## src/rtl/conv_sched.sv

```systemverilog
// Raster-order window sequencer for the convolution datapath: issues one window per
// unstalled cycle for every kernel and tracks results through the fixed-latency convolve pipe.
module conv_sched #(
    parameter int KERNEL_SIZE = 3,
    parameter int IMGROW      = 32,
    parameter int IMGCOL      = 32,
    parameter int NUM_KERNELS = 4,
    parameter int PIPE_LAT    = 3,
    localparam int RW    = (IMGROW > 1) ? $clog2(IMGROW) : 1,
    localparam int CW    = (IMGCOL > 1) ? $clog2(IMGCOL) : 1,
    localparam int KW    = (NUM_KERNELS > 1) ? $clog2(NUM_KERNELS) : 1,
    localparam int TOTAL = NUM_KERNELS * IMGROW * IMGCOL,
    localparam int AW    = (TOTAL > 1) ? $clog2(TOTAL) : 1,
    localparam int NT    = KERNEL_SIZE * KERNEL_SIZE
) (
    input  logic          clk,
    input  logic          rst,
    input  logic          start,
    input  logic          stall,
    output logic          busy,
    output logic          done,
    output logic          win_valid,
    output logic [RW-1:0] win_row,
    output logic [CW-1:0] win_col,
    output logic [KW-1:0] ker_sel,
    output logic [NT-1:0] pad_mask,
    output logic          out_valid,
    output logic [AW-1:0] out_addr
);

    localparam int PAD = (KERNEL_SIZE - 1) / 2;

    typedef enum logic [1:0] {S_IDLE, S_ISSUE, S_DRAIN, S_DONE} state_e;

    state_e        state_q, state_d;
    logic [KW-1:0] ker_q, ker_d;
    logic [RW-1:0] row_q, row_d;
    logic [CW-1:0] col_q, col_d;
    logic          win_valid_q, win_valid_d;
    logic [RW-1:0] win_row_q, win_row_d;
    logic [CW-1:0] win_col_q, win_col_d;
    logic [KW-1:0] ker_sel_q, ker_sel_d;
    logic [NT-1:0] pad_mask_q, pad_mask_d;
    logic [PIPE_LAT-1:0] vld_q, vld_d;
    logic [AW-1:0] addr_q, addr_d;

    logic          res_valid;
    logic          last_win;
    logic          col_last;
    logic          row_last;
    logic          ker_last;
    logic [NT-1:0] mask_c;

    assign res_valid = vld_q[PIPE_LAT-1];
    assign col_last  = (col_q == CW'(IMGCOL - 1));
    assign row_last  = (row_q == RW'(IMGROW - 1));
    assign ker_last  = (ker_q == KW'(NUM_KERNELS - 1));
    assign last_win  = col_last && row_last && ker_last;

    // Taps are compared as 32-bit signed ints so the "-PAD" side and the ">= size" side
    // both stay exact regardless of counter width.
    always_comb begin
        mask_c = '0;
        for (int i = 0; i < KERNEL_SIZE; i++) begin
            for (int j = 0; j < KERNEL_SIZE; j++) begin
                mask_c[i*KERNEL_SIZE+j] = (int'(row_q) + i - PAD < 0)
                                       || (int'(row_q) + i - PAD >= IMGROW)
                                       || (int'(col_q) + j - PAD < 0)
                                       || (int'(col_q) + j - PAD >= IMGCOL);
            end
        end
    end

    // NOTE: every signal driven here gets a default first, so no latch can be inferred.
    always_comb begin
        state_d     = state_q;
        ker_d       = ker_q;
        row_d       = row_q;
        col_d       = col_q;
        win_valid_d = 1'b0;
        win_row_d   = win_row_q;
        win_col_d   = win_col_q;
        ker_sel_d   = ker_sel_q;
        pad_mask_d  = pad_mask_q;
        addr_d      = res_valid ? addr_q + AW'(1) : addr_q;

        vld_d[0] = win_valid_q;
        for (int i = 1; i < PIPE_LAT; i++) begin
            vld_d[i] = vld_q[i-1];
        end

        case (state_q)
            S_IDLE: begin
                if (start) begin
                    state_d = S_ISSUE;
                    ker_d   = '0;
                    row_d   = '0;
                    col_d   = '0;
                    addr_d  = '0;
                end
            end
            S_ISSUE: begin
                if (!stall) begin
                    win_valid_d = 1'b1;
                    win_row_d   = row_q;
                    win_col_d   = col_q;
                    ker_sel_d   = ker_q;
                    pad_mask_d  = mask_c;
                    if (col_last) begin
                        col_d = '0;
                        if (row_last) begin
                            row_d = '0;
                            ker_d = ker_last ? '0 : ker_q + KW'(1);
                        end else begin
                            row_d = row_q + RW'(1);
                        end
                    end else begin
                        col_d = col_q + CW'(1);
                    end
                    if (last_win) state_d = S_DRAIN;
                end
            end
            S_DRAIN: begin
                if (res_valid && addr_q == AW'(TOTAL - 1)) state_d = S_DONE;
            end
            S_DONE:  state_d = S_IDLE;
            default: state_d = S_IDLE;
        endcase
    end

    // NOTE: state registers use non-blocking assignments only, so every flop samples pre-edge values.
    always_ff @(posedge clk or negedge rst) begin
        if (!rst) begin
            state_q     <= S_IDLE;
            ker_q       <= '0;
            row_q       <= '0;
            col_q       <= '0;
            win_valid_q <= 1'b0;
            win_row_q   <= '0;
            win_col_q   <= '0;
            ker_sel_q   <= '0;
            pad_mask_q  <= '0;
            vld_q       <= '0;
            addr_q      <= '0;
        end else begin
            state_q     <= state_d;
            ker_q       <= ker_d;
            row_q       <= row_d;
            col_q       <= col_d;
            win_valid_q <= win_valid_d;
            win_row_q   <= win_row_d;
            win_col_q   <= win_col_d;
            ker_sel_q   <= ker_sel_d;
            pad_mask_q  <= pad_mask_d;
            vld_q       <= vld_d;
            addr_q      <= addr_d;
        end
    end

    assign busy      = (state_q != S_IDLE);
    assign done      = (state_q == S_DONE);
    assign win_valid = win_valid_q;
    assign win_row   = win_row_q;
    assign win_col   = win_col_q;
    assign ker_sel   = ker_sel_q;
    assign pad_mask  = pad_mask_q;
    assign out_valid = res_valid;
    assign out_addr  = addr_q;

endmodule

```

## config.mk

```make
export PLATFORM = sky130hd
export DESIGN_NAME = conv_sched
export DESIGN_NICKNAME = d
export VERILOG_FILES = /design/src/rtl/conv_sched.sv
export SDC_FILE = /design/constraint.sdc
export NUM_CORES = 1
export LEC_CHECK = 0
export BUFFER_PORTS_ARGS = -buffer_cell sky130_fd_sc_hd__buf_2
export CAP_MARGIN = 20
export CORE_MARGIN = 2
export CORE_UTILIZATION = 25
export CTS_BUF_LIST = sky130_fd_sc_hd__clkbuf_4 sky130_fd_sc_hd__clkbuf_8
export CTS_CLUSTER_DIAMETER = 50
export DETAILED_ROUTE_END_ITERATION = 10
export GPL_ROUTABILITY_DRIVEN = 0
export MAX_ROUTING_LAYER = met4
export PLACE_DENSITY = 0.42
export SETUP_SLACK_MARGIN = 0.15
export SYNTH_ARGS = -nofsm -noshare
export SYNTH_HDL_FRONTEND = slang
export SYNTH_SLANG_ARGS = --single-unit
```

## constraint.sdc

```tcl
create_clock -name clk -period 2.26 [get_ports clk]
set_input_delay 0.452 -clock clk [delete_from_list [all_inputs] [get_ports clk]]
set_output_delay 0.452 -clock clk [all_outputs]
set_load 0.02 [all_outputs]
```

Yosys cells after proc, flatten, opt, wreduce, memory -nomap -nowiden
Index checks and enable logic that the tools add are counted.

operators by class
  add/subtract/negate cells = 14
  order comparisons = 12
  reduce and logical (&&, ||, !) cells = 32
  bitwise gates (word level) = 1
  multiplexer cells = 24
  equal/unequal tests = 13

operators by type and width
  cell                                                                count
  2-to-1 mux 12 bit                                                   3
  2-to-1 mux 5 bit                                                    6
  greater-or-equal comparator 7 bit (second input constant)           4
  less-than comparator 7 x 1 -> 1 bit (second input constant)         4
  subtractor 6 x 1 -> 7 bit (second input constant)                   4
  logical OR 1 bit                                                    21
  case mux 5 bit (2 select lines)                                     2
  2-to-1 mux 2 bit                                                    9
  greater-or-equal comparator 6 x 7 -> 1 bit (second input constant)  2
  adder 12 x 1 -> 12 bit (second input constant)                      1
  adder 5 x 1 -> 6 bit (second input constant)                        2
  adder 5 x 2 -> 6 bit (second input constant)                        2
  == test 12 bit (second input constant)                              1
  less-than comparator 6 x 1 -> 1 bit (second input constant)         2
  inequality test 2 bit (second input constant)                       6
  subtractor 5 x 1 -> 6 bit (second input constant)                   2
  adder 5 x 1 -> 5 bit (second input constant)                        2
  == test 5 bit (second input constant)                               2
  case mux 2 bit (4 select lines)                                     1
  AND reduction 4 bit                                                 2
  == test 2 bit (second input constant)                               3
  AND reduction 5 bit                                                 1
  case mux 2 bit (2 select lines)                                     1
  nonzero test 2 bit                                                  2
  other kinds (8)                                                     11

storage, ports and cells
  input port bits = 4
  bits in registers = 51
  output and inout bits = 37
  logic and storage cells = 107

Logic depth before layout (Yosys ltp)
Gate-level depths: netlist of run 1.

  word-level depth = 6
  depth in mapped cells = 9
  depth with buffers taken out = 7

Worst setup path after synthesis of run 1
Ideal clock, no wire load.

  kind = register -> register
  start point = register col_q[1]
  end point = register row_q[3]
  period minus slack after synthesis = 1.974 ns
  buffers on the path = 1
  data required time = 2.191 ns
  setup time = 0.069 ns
  arrival = 1.905 ns
  stages on the path, launching flop included = 9
  slack = 0.286 ns
  cells stage by stage = dfrtp_1 ha_1 and3_1 ha_1 nand2b_4 a211o_1 buf_6 or4b_1 nand3_1

between the ends
  cells in the longest elaborated chain, start to end = 3

RTL lines
  what                             line  RTL
  start, declared                  38    logic [CW-1:0] col_q, col_d;
  start signal, assigned           149   col_q <= col_d;
  == test 5 bit                    55    assign col_last = (col_q == CW'(IMGCOL - 1));
  inequality test 2 bit (no line)  -
  AND reduction 4 bit (no line)    -
  end signal, assigned             148   row_q <= row_d;
  end, declared                    37    logic [RW-1:0] row_q, row_d;

Every way passes these cells.
A chain may end at the register's enable or synchronous reset.

Final worst setup path of run 1
  start point = register row_q[0]
  end point = register state_q[1]

between the ends
  cells in the longest elaborated chain, start to end = 5

RTL lines
  what                             line  RTL
  == test 5 bit                    56    assign row_last = (row_q == RW'(IMGROW - 1));
  logical AND 1 bit (2 in a row)   58    assign last_win = col_last && row_last && ker_last;
  inequality test 2 bit (no line)  -
  AND reduction 4 bit (no line)    -
  end signal, assigned             146   state_q <= state_d;
  end, declared                    35    state_e state_q, state_d;

Every way passes these cells.

==> summary.md, run 1 <==
| Metric | Value |
|---|---|
| Synth Register Bits | `50` |
| Row count | `35` |
| Worst skew pair latency | `0.30 ns` |
| Core ar. | `9200 sq um` |
| Via-per-instance ratio | `approximately 4.6` |
| Maximum vdd ir drop | `0.264 mV` |
| Most frequent cells in the layout | `62 x nand2_1, 49 x dfrtp_1, 39 x buf_2` |
| Crit Path Class | `flop to flop` |
| Leak pwr | `1.43 nW` |
| Final min period | `2.01 ns` |
| Worst EP arrival | `about 2.2 ns` |
| TritonCTS clock tree | `built` |
| Worst Max-Slew Pin Slew | `0.569 ns` |
| First-pass GRT wire length | `around 8600 um` |
| Sink Count | `50` |
| Max-slew violations | `0` |
| Initial antenna violation count | `1` |
| Area post-placement | `2690 sq um` |
| Mean Syn Cell Area | `9.68 sq um` |
| YS warnings | `0` |
| Port bufs | `39` |
| CP required | `2.45 ns` |
| Die area | `10200 sq um` |
| Maximum fanout along the worst path | `6` |
| Post-synth EDFFs | `0` |
| Commonest non-fill, non-tap cell in the layout | `nand2_1` |
| FF-to-FF Start | `row_q[0]$_DFFE_PN0P_` |
| Share of cells above drive strength 1 | `roughly 22%` |
| Largest net degree at the start of global routing | `29` |
| Setup Skew | `0.00930 ns` |
| Via count of the first global-routing pass | `1687` |
| Seq/Total Area, Yosys | `53.2%` |
| FF-to-FF setup slack | `0.25 ns` |
| Residual DRC count | `0` |
| Post-CTS Hold Buffers | `0` |
| Initial Util | `approximately 26%` |
| Post-synth top flop | `dfrtp_1` |
| Cts bufs inserted | `5` |
| Gr ovfl total | `0` |
| Placed cell count | `390` |
| Post-route setup slack | `about 0.25 ns` |
| Yosys cell types | `40` |
| Clock Pin Slew Worst Setup and Hold Paths | `0.09 ns` |
| Status | `completed` |
| Fin area | `2830 sq um` |
| Global Route Usage Sum | `11.1%` |
| Launch point of the worst path | `row_q[0]$_DFFE_PN0P_` |
| Iter 0 DRT Violations | `63` |
| 1st-pass router iterations | `4` |
| Final setup TNS | `0 ns` |
| Synth Cell Area | `about 2400 sq um` |
| RSZ-0062 raised after global routing | `yes` |
| Endpoint class of the critical path | `flop` |
| Fin cells | `between 300 and 400` |
| Max-cap violations | `0` |
| Hold Vio Cnt, Final | `0` |
| Endpoints failing setup | `0` |
| Post-Synthesis Net Count | `259` |
| Fin util | `30.7%` |
| IO Pins | `41` |
| Mapped Cells | `243` |
| Die Wd | `101 um` |
| Max Buffers Root-to-Sink | `2` |
| Max Clk Rate | `between 400 and 500 MHz` |
| Worst Hold Class | `primary input to asynchronous set/reset pin` |
| H-tree levels | `2` |
| HPWL Detailed | `~3800 um` |
| NumNets Final | `303` |
| Synth-to-Final Area Change | `20.2%` |
| Antenna Nets Post-Route | `0` |
| Startpoint Class | `flop` |
| CTS root buffer | `clkbuf_8` |
| Pwr dens | `977 nW/um^2` |
| Routed WL per cell | `13.1 um` |
| Max-slew headroom at the worst pin | `62.0%` |
| Via count | `approximately 1800` |
| FFs w/ async S/R, synth | `100%` |
| Final worst path period share | `approximately 89%` |
| Die height | `101 um` |
| Post-place setup slack | `0.225 ns` |
| Drt total wl | `5220 um` |
-- final timing paths --
path | endpoint | cells past startpoint
worst max-delay path | state_q[1]$_DFFE_PN0P_ | 7
worst min-delay path | out_addr[8]$_DFF_PN0_ | 1
worst max register to register | state_q[1]$_DFFE_PN0P_ | 7
worst min register to register | vld_q[1]$_DFF_PN0_ | 0
max in group asynchronous | win_col[4]$_DFFE_PN0P_ | 2
min in group clk | vld_q[1]$_DFF_PN0_ | 0
-- sequential cells by signal, summed over array words and instances (netlist names) --
| signal | cells |
|---|---|
| out_addr | 12 |
| pad_mask | 8 |
| col_q | 5 |
| row_q | 5 |
| win_col | 5 |
| win_row | 5 |
| vld_q | 3 |
| ker_q | 2 |
| ker_sel | 2 |
| state_q | 2 |
| win_valid | 1 |
-- area by class of cell --
class | instances | area [sq um]
repair buffers | 46 | 260
diodes | 1 | 2.50
well taps | 111 | 139
multi-input cells | 174 | 1020
flip-flops and latches | 50 | 1250
clock buffers | 6 | 82.6
clock inverters | 1 | 30.0
fillers | 994 | 6370
inverters | 10 | 37.5
-- where the power goes --
group | switching [mW] | internal, mW
clock network | 0.291 | 0.355
registers | 0.228 | 1.10
logic | 0.482 | 0.304
-- Yosys cell counts, types with 2 or more instances --
master,count,share of area [%]
inv_1,10,1.6
nand2b_1,4,1.1
or3_1,3,0.80
buf_4,2,0.64
a21oi_1,5,1.1
xnor2_1,5,1.9
clkbuf_1,4,0.64
nor4_1,2,0.53
xor2_1,6,2.2
dfrtp_1,50,53
a22o_1,2,0.74
o21ai_0,9,1.9
a22oi_1,3,0.96
mux2_2,2,0.96
nand4_1,6,1.6
nor3_1,6,1.3
nor2_1,14,2.2
nand3_1,12,2.6
and3_1,5,1.3
nand2_1,62,9.9
ha_1,12,6.4
-- critical path, stage by stage, from the launching register on --
cell and delay, ns:
dfrtp_1 0.44, ha_1 0.24, and3_1 0.19, ha_1 0.24
a21boi_0 0.25, a211oi_2 0.09, nand2_1 0.12, mux2_2 0.33
-- cells by family (layout without fill, tap and decap cells) --
group / after synthesis / count (layout) / synth area share [%]
and+or+nand+nor: 121 / 121 / 23.9
AOI/OAI and AO/OA: 26 / 26 / 7.13
other: 1 / 2 / 0.159
adders and majority gates: 12 / 12 / 6.38
buffers and inverters: 19 / 63 / 3.72
muxes: 3 / 3 / 1.38
DFF: 50 / 50 / 53.2
xor gates and xnor gates: 11 / 11 / 4.10
-- stage by stage --
| stage | power, mW | hold WS, ns |
|---|---|---|
| finish | 2.76 | 0.135 |
| global route | 2.96 | 0.164 |
| CTS | 2.80 | 0.154 |
| detailed placement | 2.14 | 0.339 |
| global placement | 2.14 | 0.338 |
| floorplan | 1.84 | 0.156 |
-- per-layer routing --
layer	track usage (%)	share of wire, %	routed length (um)
met1	15.1	51	2660
met2	15.9	43	2270
met3	1.94	2.5	129
met4	5.41	3.0	157
met5	-	0	0
-- timing repair --
item,4_1_cts,5_1_grt
resized for setup,0,4
buffers inserted,0,1
setup endpoints to repair,0,7
(Power assumes the default switching activity.)
==> run 2: changes to the inputs <==
--- a/config.mk
+++ b/config.mk
@@ -9,7 +9,7 @@
 export CAP_MARGIN = 20
 export CORE_MARGIN = 2
 export CORE_UTILIZATION = 25
-export CTS_BUF_LIST = sky130_fd_sc_hd__clkbuf_4 sky130_fd_sc_hd__clkbuf_8
+export CTS_BUF_LIST = sky130_fd_sc_hd__clkbuf_8
 export CTS_CLUSTER_DIAMETER = 50
 export DETAILED_ROUTE_END_ITERATION = 10
 export GPL_ROUTABILITY_DRIVEN = 0
==> constraint.sdc (replaced) <==
create_clock -name clk -period 2.26 [get_ports clk]
set_input_delay 0.339 -clock clk [delete_from_list [all_inputs] [get_ports clk]]
set_output_delay 0.339 -clock clk [all_outputs]
set_load 0.02 [all_outputs]
==> run 2 against run 1 <==
Design area is 0.75% lower; sequential share of layout area is 0.34 points higher; hold slack worse by 0.12 ns.
==> summary.md, run 2 (synthesis results as in run 1) <==
| Metric | Value |
|---|---|
| Iter 0 DRT Violations | `73 (was 63)` |
| Max Buffers Root-to-Sink | `2 (unchanged)` |
| Area of the multi-input gates | `1020 sq um (about the same)` |
| H-tree levels | `2 (unchanged)` |
| 1st-pass router iterations | `4 (unchanged)` |
| Maximum vdd ir drop | `0.271 mV (was 0.264 mV)` |
| Endpoint class of the critical path | `flop (unchanged)` |
| Critical R2R Capture | `row_q[3]$_DFFE_PN0P_ (was state_q[1]$_DFFE_PN0P_)` |
| Setup Skew | `0.0146 ns (was 0.00930 ns)` |
| Initial Util | `25.6% (unchanged)` |
| Crit Path Class | `flop to flop (unchanged)` |
| Busiest grt layer | `met2 (unchanged)` |
| NumNets Final | `303 (unchanged)` |
| Antenna cells | `0 (was 1)` |
| Initial antenna violation count | `0 (was 1)` |
| Residual DRC count | `0 (unchanged)` |
| TritonCTS clock tree | `built (unchanged)` |
| Final min period | `1.99 ns (was 2.01 ns)` |
| Core ar. | `9200 sq um (unchanged)` |
| Max Clk Rate | `502 MHz (was 498 MHz)` |
| Launch point of the worst path | `col_q[0]$_DFFE_PN0P_ (was row_q[0]$_DFFE_PN0P_)` |
| IO Pins | `41 (unchanged)` |
| Gr ovfl total | `0 (unchanged)` |
| CP required | `2.50 ns (was 2.45 ns)` |
| Final worst path period share | `88.1% (was 88.9%)` |
| Worst-path cell chain | `ha_1 > and3_1 > ha_1 > nand2b_4 > a211o_1 > or4b_1 > nand3_1 (was ha_1 > and3_1 > ha_1 > a21boi_0 > a211oi_2 > nand2_1 > mux2_2)` |
| CP delay by family, top | `simple AND/OR/NAND/NOR gates (was adder cells)` |
| CP Capture Point | `row_q[3]$_DFFE_PN0P_ (was state_q[1]$_DFFE_PN0P_)` |
| Setup bufs post-CTS | `0 (unchanged)` |
| Worst R2R Path Depth | `7 (unchanged)` |
| Worst EP arrival | `2.23 ns (was 2.20 ns)` |
| Routed WL per cell | `12.8 um (was 13.1 um)` |
| FF-to-FF Start | `col_q[0]$_DFFE_PN0P_ (was row_q[0]$_DFFE_PN0P_)` |
| Post-place setup slack | `0.258 ns (was 0.225 ns)` |
| Die height | `101 um (unchanged)` |
| Port bufs | `39 (unchanged)` |
| Max-slew violations | `0 (unchanged)` |
| Share of cells above drive strength 1 | `22.2% (was 22.0%)` |
| Worst Hold Class | `primary input to asynchronous set/reset pin (unchanged)` |
| Via count | `1773 (was 1825)` |
| Global Route Usage Sum | `11.1% (about the same)` |
| Die Wd | `101 um (unchanged)` |
| Endpoints failing setup | `0 (unchanged)` |
| First-pass GRT wire length | `8690 um (was 8560 um)` |
| Leak pwr | `1.42 nW (was 1.43 nW)` |
| Max-cap violations | `0 (unchanged)` |
| Most used cell, CP | `ha_1 (unchanged)` |
| Via-per-instance ratio | `4.44 (was 4.57)` |
| Synth-to-Final Area Change | `19.3% (was 20.2%)` |
| Via count of the first global-routing pass | `1753 (was 1687)` |
| Levels on crit path | `7 (unchanged)` |
| Grt met2 use | `16.8% (was 15.9%)` |
| Worst skew pair latency | `0.30 ns (about the same)` |
| Filler cell count | `968 (was 994)` |
| Seq. cell area | `1250 sq um (unchanged)` |
| Maximum fanout along the worst path | `5 (was 6)` |
| Cts bufs inserted | `5 (unchanged)` |
| HPWL Detailed | `3710 um (was 3780 um)` |
| Met1 track demand over resource | `14.8% (was 15.1%)` |
| Clock Pin Slew Worst Setup and Hold Paths | `0.10 ns (was 0.09 ns)` |
| Hold Vio Cnt, Final | `0 (unchanged)` |
| Met3 GRT Util | `2.70% (was 1.94%)` |
| Post-route setup slack | `0.269 ns (was 0.252 ns)` |
| Slowest CP cell | `or4b_1 (was dfrtp_1)` |
| Sink Count | `50 (unchanged)` |
| Startpoint Class | `flop (unchanged)` |
| Antenna Nets Post-Route | `0 (unchanged)` |
| CTS root buffer | `clkbuf_8 (unchanged)` |
| Power Total | `2.69 mW (was 2.76 mW)` |
| Crit path buf inv count | `0 (unchanged)` |
| Row count | `35 (unchanged)` |
| FF-to-FF setup slack | `0.27 ns (was 0.25 ns)` |
| Pwr dens | `958 nW/um^2 (was 977 nW/um^2)` |
| Most frequent cells in the layout | `62 x nand2_1, 49 x dfrtp_1, 39 x buf_2 (unchanged)` |
| Max reg flops | `12 (unchanged)` |
| Commonest non-fill, non-tap cell in the layout | `nand2_1 (unchanged)` |
| Largest net degree at the start of global routing | `29 (unchanged)` |
| Die area | `10200 sq um (unchanged)` |
| Status | `completed (unchanged)` |
| Final setup TNS | `0 ns (unchanged)` |
| RSZ-0062 raised after global routing | `yes (unchanged)` |
| Drt total wl | `5100 um (was 5220 um)` |
| Largest stage delay, worst path | `0.47 ns (was 0.44 ns)` |
==> run 2: area by class of cell <==
cell class              count  area share, %
inverters                  10           1.47
flip-flops and latches     50           44.6
multi-input cells         174           36.4
well taps                 111           4.95
repair buffers             46           8.83
clock inverters             1          0.312
clock buffers               7           3.43
==> run 2: how the worst min path moves through the flow <==
| stage | to | from | cells after the start |
|---|---|---|---|
| 2_1_floorplan | col_q[0]$_DFFE_PN0P_ | rst | 0 |
| 3_3_place_gp | vld_q[1]$_DFF_PN0_ | vld_q[0]$_DFF_PN0_ | 0 |
| 3_5_place_dp | vld_q[1]$_DFF_PN0_ | vld_q[0]$_DFF_PN0_ | 0 |
| 4_1_cts | out_addr[8]$_DFF_PN0_ | rst | 2 |
| 5_1_grt | out_addr[8]$_DFF_PN0_ | rst | 2 |
| 6_report | out_addr[8]$_DFF_PN0_ | rst | 2 |
==> run 2: metrics by stage <==
stage / utilization, % / hold slack, ns / instance area [sq um] / cells
final: 30.5 / 0.0175 / 2810 / 399
after global routing: 30.5 / 0.0240 / 2810 / 399
after CTS: 30.4 / 0.0270 / 2790 / 399
after detailed placement: 29.2 / 0.339 / 2690 / 391
after global placement: 29.2 / 0.335 / 2690 / 391
after floorplan: - / 0.0434 / 2350 / 243
==> run 2: routing by layer <==
layer	vias to the layer above	share of wire, %
li1	902	-
met1	851	49
met2	18	47
met3	2	3.0
met4	0	0.92
met5	-	0
==> run 2: repair_timing <==
action / in CTS / in global routing
hold endpoints to repair: 0 / 0
hold buffers: 0 / 0
setup endpoints to repair: 0 / 16
gates resized for setup: 0 / 4
==> run 2: power breakdown <==
part | switching (mW) | internal, mW | leakage (nW)
clock network | 0.299 | 0.281 | 0.0544
registers | 0.227 | 1.10 | 0.609
logic | 0.482 | 0.299 | 0.756
==> run 2: worst reg2reg max path, delay by kind of cell (launching register included) <==
kind | cells | cell delay, ns
fa+ha+maj | 2 | 0.41
flops | 1 | 0.43
compound gates | 1 | 0.30
simple gates | 4 | 0.80
==> run 3: changes to the inputs <==
--- a/config.mk
+++ b/config.mk
@@ -5,7 +5,7 @@
 export SDC_FILE = /design/constraint.sdc
 export NUM_CORES = 1
 export LEC_CHECK = 0
-export BUFFER_PORTS_ARGS = -buffer_cell sky130_fd_sc_hd__buf_2
+export BUFFER_PORTS_ARGS = -buffer_cell sky130_fd_sc_hd__clkbuf_2
 export CAP_MARGIN = 20
 export CORE_MARGIN = 2
 export CORE_UTILIZATION = 25
==> run 3 against run 2 <==
First-iteration DRC count is 16% higher; clock skew is 0.0069 ns lower; final cell count decreased by 0.25%; routed wire length is 2.9% higher; sequential share of layout area down 0.26 points; sequential power about the same; via count unchanged; design area up 0.58%; setup slack worse by 0.0033 ns; die area stayed put; core utilization rose by 0.18 points; register-to-register slack about the same; critical endpoint is now state_q[1]$_DFFE_PN0P_; highest routed layer unchanged.
==> summary.md, run 3 (synthesis results as in run 1) <==
| Metric | Value |
|---|---|
| Status | `completed (unchanged)` |
| Share of cells above drive strength 1 | `21.6% (was 22.2%)` |
| Max Clk Rate | `501 MHz (was 502 MHz)` |
| Max Buffers Root-to-Sink | `2 (unchanged)` |
| Clock Pin Slew Worst Setup and Hold Paths | `0.09 ns (was 0.10 ns)` |
| Core ar. | `9200 sq um (unchanged)` |
| Leak pwr | `1.43 nW (was 1.42 nW)` |
| Antenna cells | `0 (unchanged)` |
| Most used cell, CP | `ha_1 (unchanged)` |
| Max-cap violations | `0 (unchanged)` |
| Pwr dens | `983 nW/um^2 (was 958 nW/um^2)` |
| CP delay by family, top | `adder cells (was simple AND/OR/NAND/NOR gates)` |
| Crit path buf inv count | `0 (unchanged)` |
| 1st-pass router iterations | `4 (unchanged)` |
| Via-per-instance ratio | `4.45 (was 4.44)` |
| Max-slew headroom at the worst pin | `60.5%` |
| Die height | `101 um (unchanged)` |
| Slowest CP cell | `dfrtp_1 (was or4b_1)` |
| Row count | `35 (unchanged)` |
| Setup bufs post-CTS | `0 (unchanged)` |
| Max reg flops | `12 (unchanged)` |
| Worst-path cell chain | `ha_1 > and3_1 > ha_1 > a21boi_0 > a211oi_2 > nand2_1 > mux2_2 (was ha_1 > and3_1 > ha_1 > nand2b_4 > a211o_1 > or4b_1 > nand3_1)` |
| HPWL Detailed | `3810 um (was 3710 um)` |
| Worst Max-Slew Pin Slew | `0.592 ns` |
| Endpoint class of the critical path | `flop (unchanged)` |
| Largest stage delay, worst path | `0.45 ns (was 0.47 ns)` |
| Startpoint Class | `flop (unchanged)` |
| Gr ovfl total | `0 (unchanged)` |
| Routed WL per cell | `13.2 um (was 12.8 um)` |
| Commonest non-fill, non-tap cell in the layout | `nand2_1 (unchanged)` |
| Maximum fanout along the worst path | `6 (was 5)` |
| NumNets Final | `303 (unchanged)` |
| Cts bufs inserted | `5 (unchanged)` |
| Worst Hold Class | `primary input to asynchronous set/reset pin (unchanged)` |
| Initial Util | `25.6% (unchanged)` |
| Drt total wl | `5250 um (was 5100 um)` |
| Final min period | `1.99 ns (about the same)` |
| Largest net degree at the start of global routing | `30 (was 29)` |
| CTS root buffer | `clkbuf_8 (unchanged)` |
| First-pass GRT wire length | `8690 um (unchanged)` |
| H-tree levels | `2 (unchanged)` |
| Initial antenna violation count | `0 (unchanged)` |
| Crit Path Class | `flop to flop (unchanged)` |
| CP required | `2.46 ns (was 2.50 ns)` |
| Worst EP arrival | `2.19 ns (was 2.23 ns)` |
| Final setup TNS | `0 ns (unchanged)` |
| Sink Count | `50 (unchanged)` |
| Antenna Nets Post-Route | `0 (unchanged)` |
| Iter 0 DRT Violations | `85 (was 73)` |
| FF-to-FF Start | `row_q[0]$_DFFE_PN0P_ (was col_q[0]$_DFFE_PN0P_)` |
| Residual DRC count | `0 (unchanged)` |
| Via count | `1773 (unchanged)` |
| Worst skew pair latency | `0.30 ns (about the same)` |
| Via count of the first global-routing pass | `1729 (was 1753)` |
| Setup Skew | `0.00766 ns (was 0.0146 ns)` |
| Endpoints failing setup | `0 (unchanged)` |
| RSZ-0062 raised after global routing | `yes (unchanged)` |
| Synth-to-Final Area Change | `20.0% (was 19.3%)` |
| TritonCTS clock tree | `built (unchanged)` |
| IO Pins | `41 (unchanged)` |
| Port bufs | `39 (unchanged)` |
| Most frequent cells in the layout | `62 x nand2_1, 49 x dfrtp_1, 39 x clkbuf_2 (was 62 x nand2_1, 49 x dfrtp_1, 39 x buf_2)` |
| Launch point of the worst path | `row_q[0]$_DFFE_PN0P_ (was col_q[0]$_DFFE_PN0P_)` |
| Die area | `10200 sq um (unchanged)` |
| Final worst path period share | `88.2% (was 88.1%)` |
| Die Wd | `101 um (unchanged)` |
| Global Route Usage Sum | `11.2% (was 11.1%)` |
| WHS | `0.0180 ns (was 0.0175 ns)` |
| Hold Vio Cnt, Final | `0 (unchanged)` |
| Maximum vdd ir drop | `0.229 mV (was 0.271 mV)` |
| Max-slew violations | `0 (unchanged)` |
run 3: changes by cell type in the layout (fill, tap and decap cells not counted), sizes merged:
cell      change
buf          -39
clkbuf       +38
bufinv        +1
clkinv        -1
clkinvlp      -1
inv           +1
run 3: power by group:
group	total [mW]	switching [mW]	leakage, nW	internal [mW]
Sequential	1.34	0.237	0.609	1.10
Combinational	0.786	0.488	0.761	0.298
Clock	0.649	0.294	0.0573	0.354
Total	2.77	1.02	1.43	1.75
run 3: timing repair:
action | in CTS | in global routing
hold buffers | 0 | 0
endpoints found under the setup margin | 0 | 17
gates resized for setup | 0 | 3
run 3: final cells by class:
cell class                 instances  area [sq um]
clock buffer                       6          82.6
sequential                        50          1250
multi-input combinational        174          1020
timing repair buffer              46           260
clock inverter                     1          30.0
tap                              111           139
inverter                          10          37.5
fill                             976          6370
run 3: per-layer routing:
metal / up-vias / wire [um] / global-route usage (%)
li1: 898 / - / -
met1: 845 / 2590 / 15.3
met2: 24 / 2420 / 16.6
met3: 6 / 135 / 2.15
met4: 0 / 95 / 4.37
met5: - / 0 / -
run 3: path summary, 6_finish.rpt:
kind	to	slack, ns	cells past startpoint
min	out_addr[11]$_DFF_PN0_	0.02	1
min reg2reg	vld_q[2]$_DFF_PN0_	0.35	0
max reg2reg	state_q[1]$_DFFE_PN0P_	0.27	7
max in group asynchronous	col_q[1]$_DFFE_PN0P_	1.66	2
max	state_q[1]$_DFFE_PN0P_	0.27	7
min in group clk	vld_q[2]$_DFF_PN0_	0.35	0
run 3: stage by stage:
stage	util [%]	instances	area, sq um	setup slack, ns	power, mW
finish	30.7	398	2820	0.266	2.77
global route	30.7	398	2820	0.115	2.97
CTS	30.6	398	2810	0.205	2.82
detailed placement	29.4	391	2700	0.227	2.15
global placement	29.4	391	2700	0.286	2.14
floorplan	-	243	2350	0.286	1.84
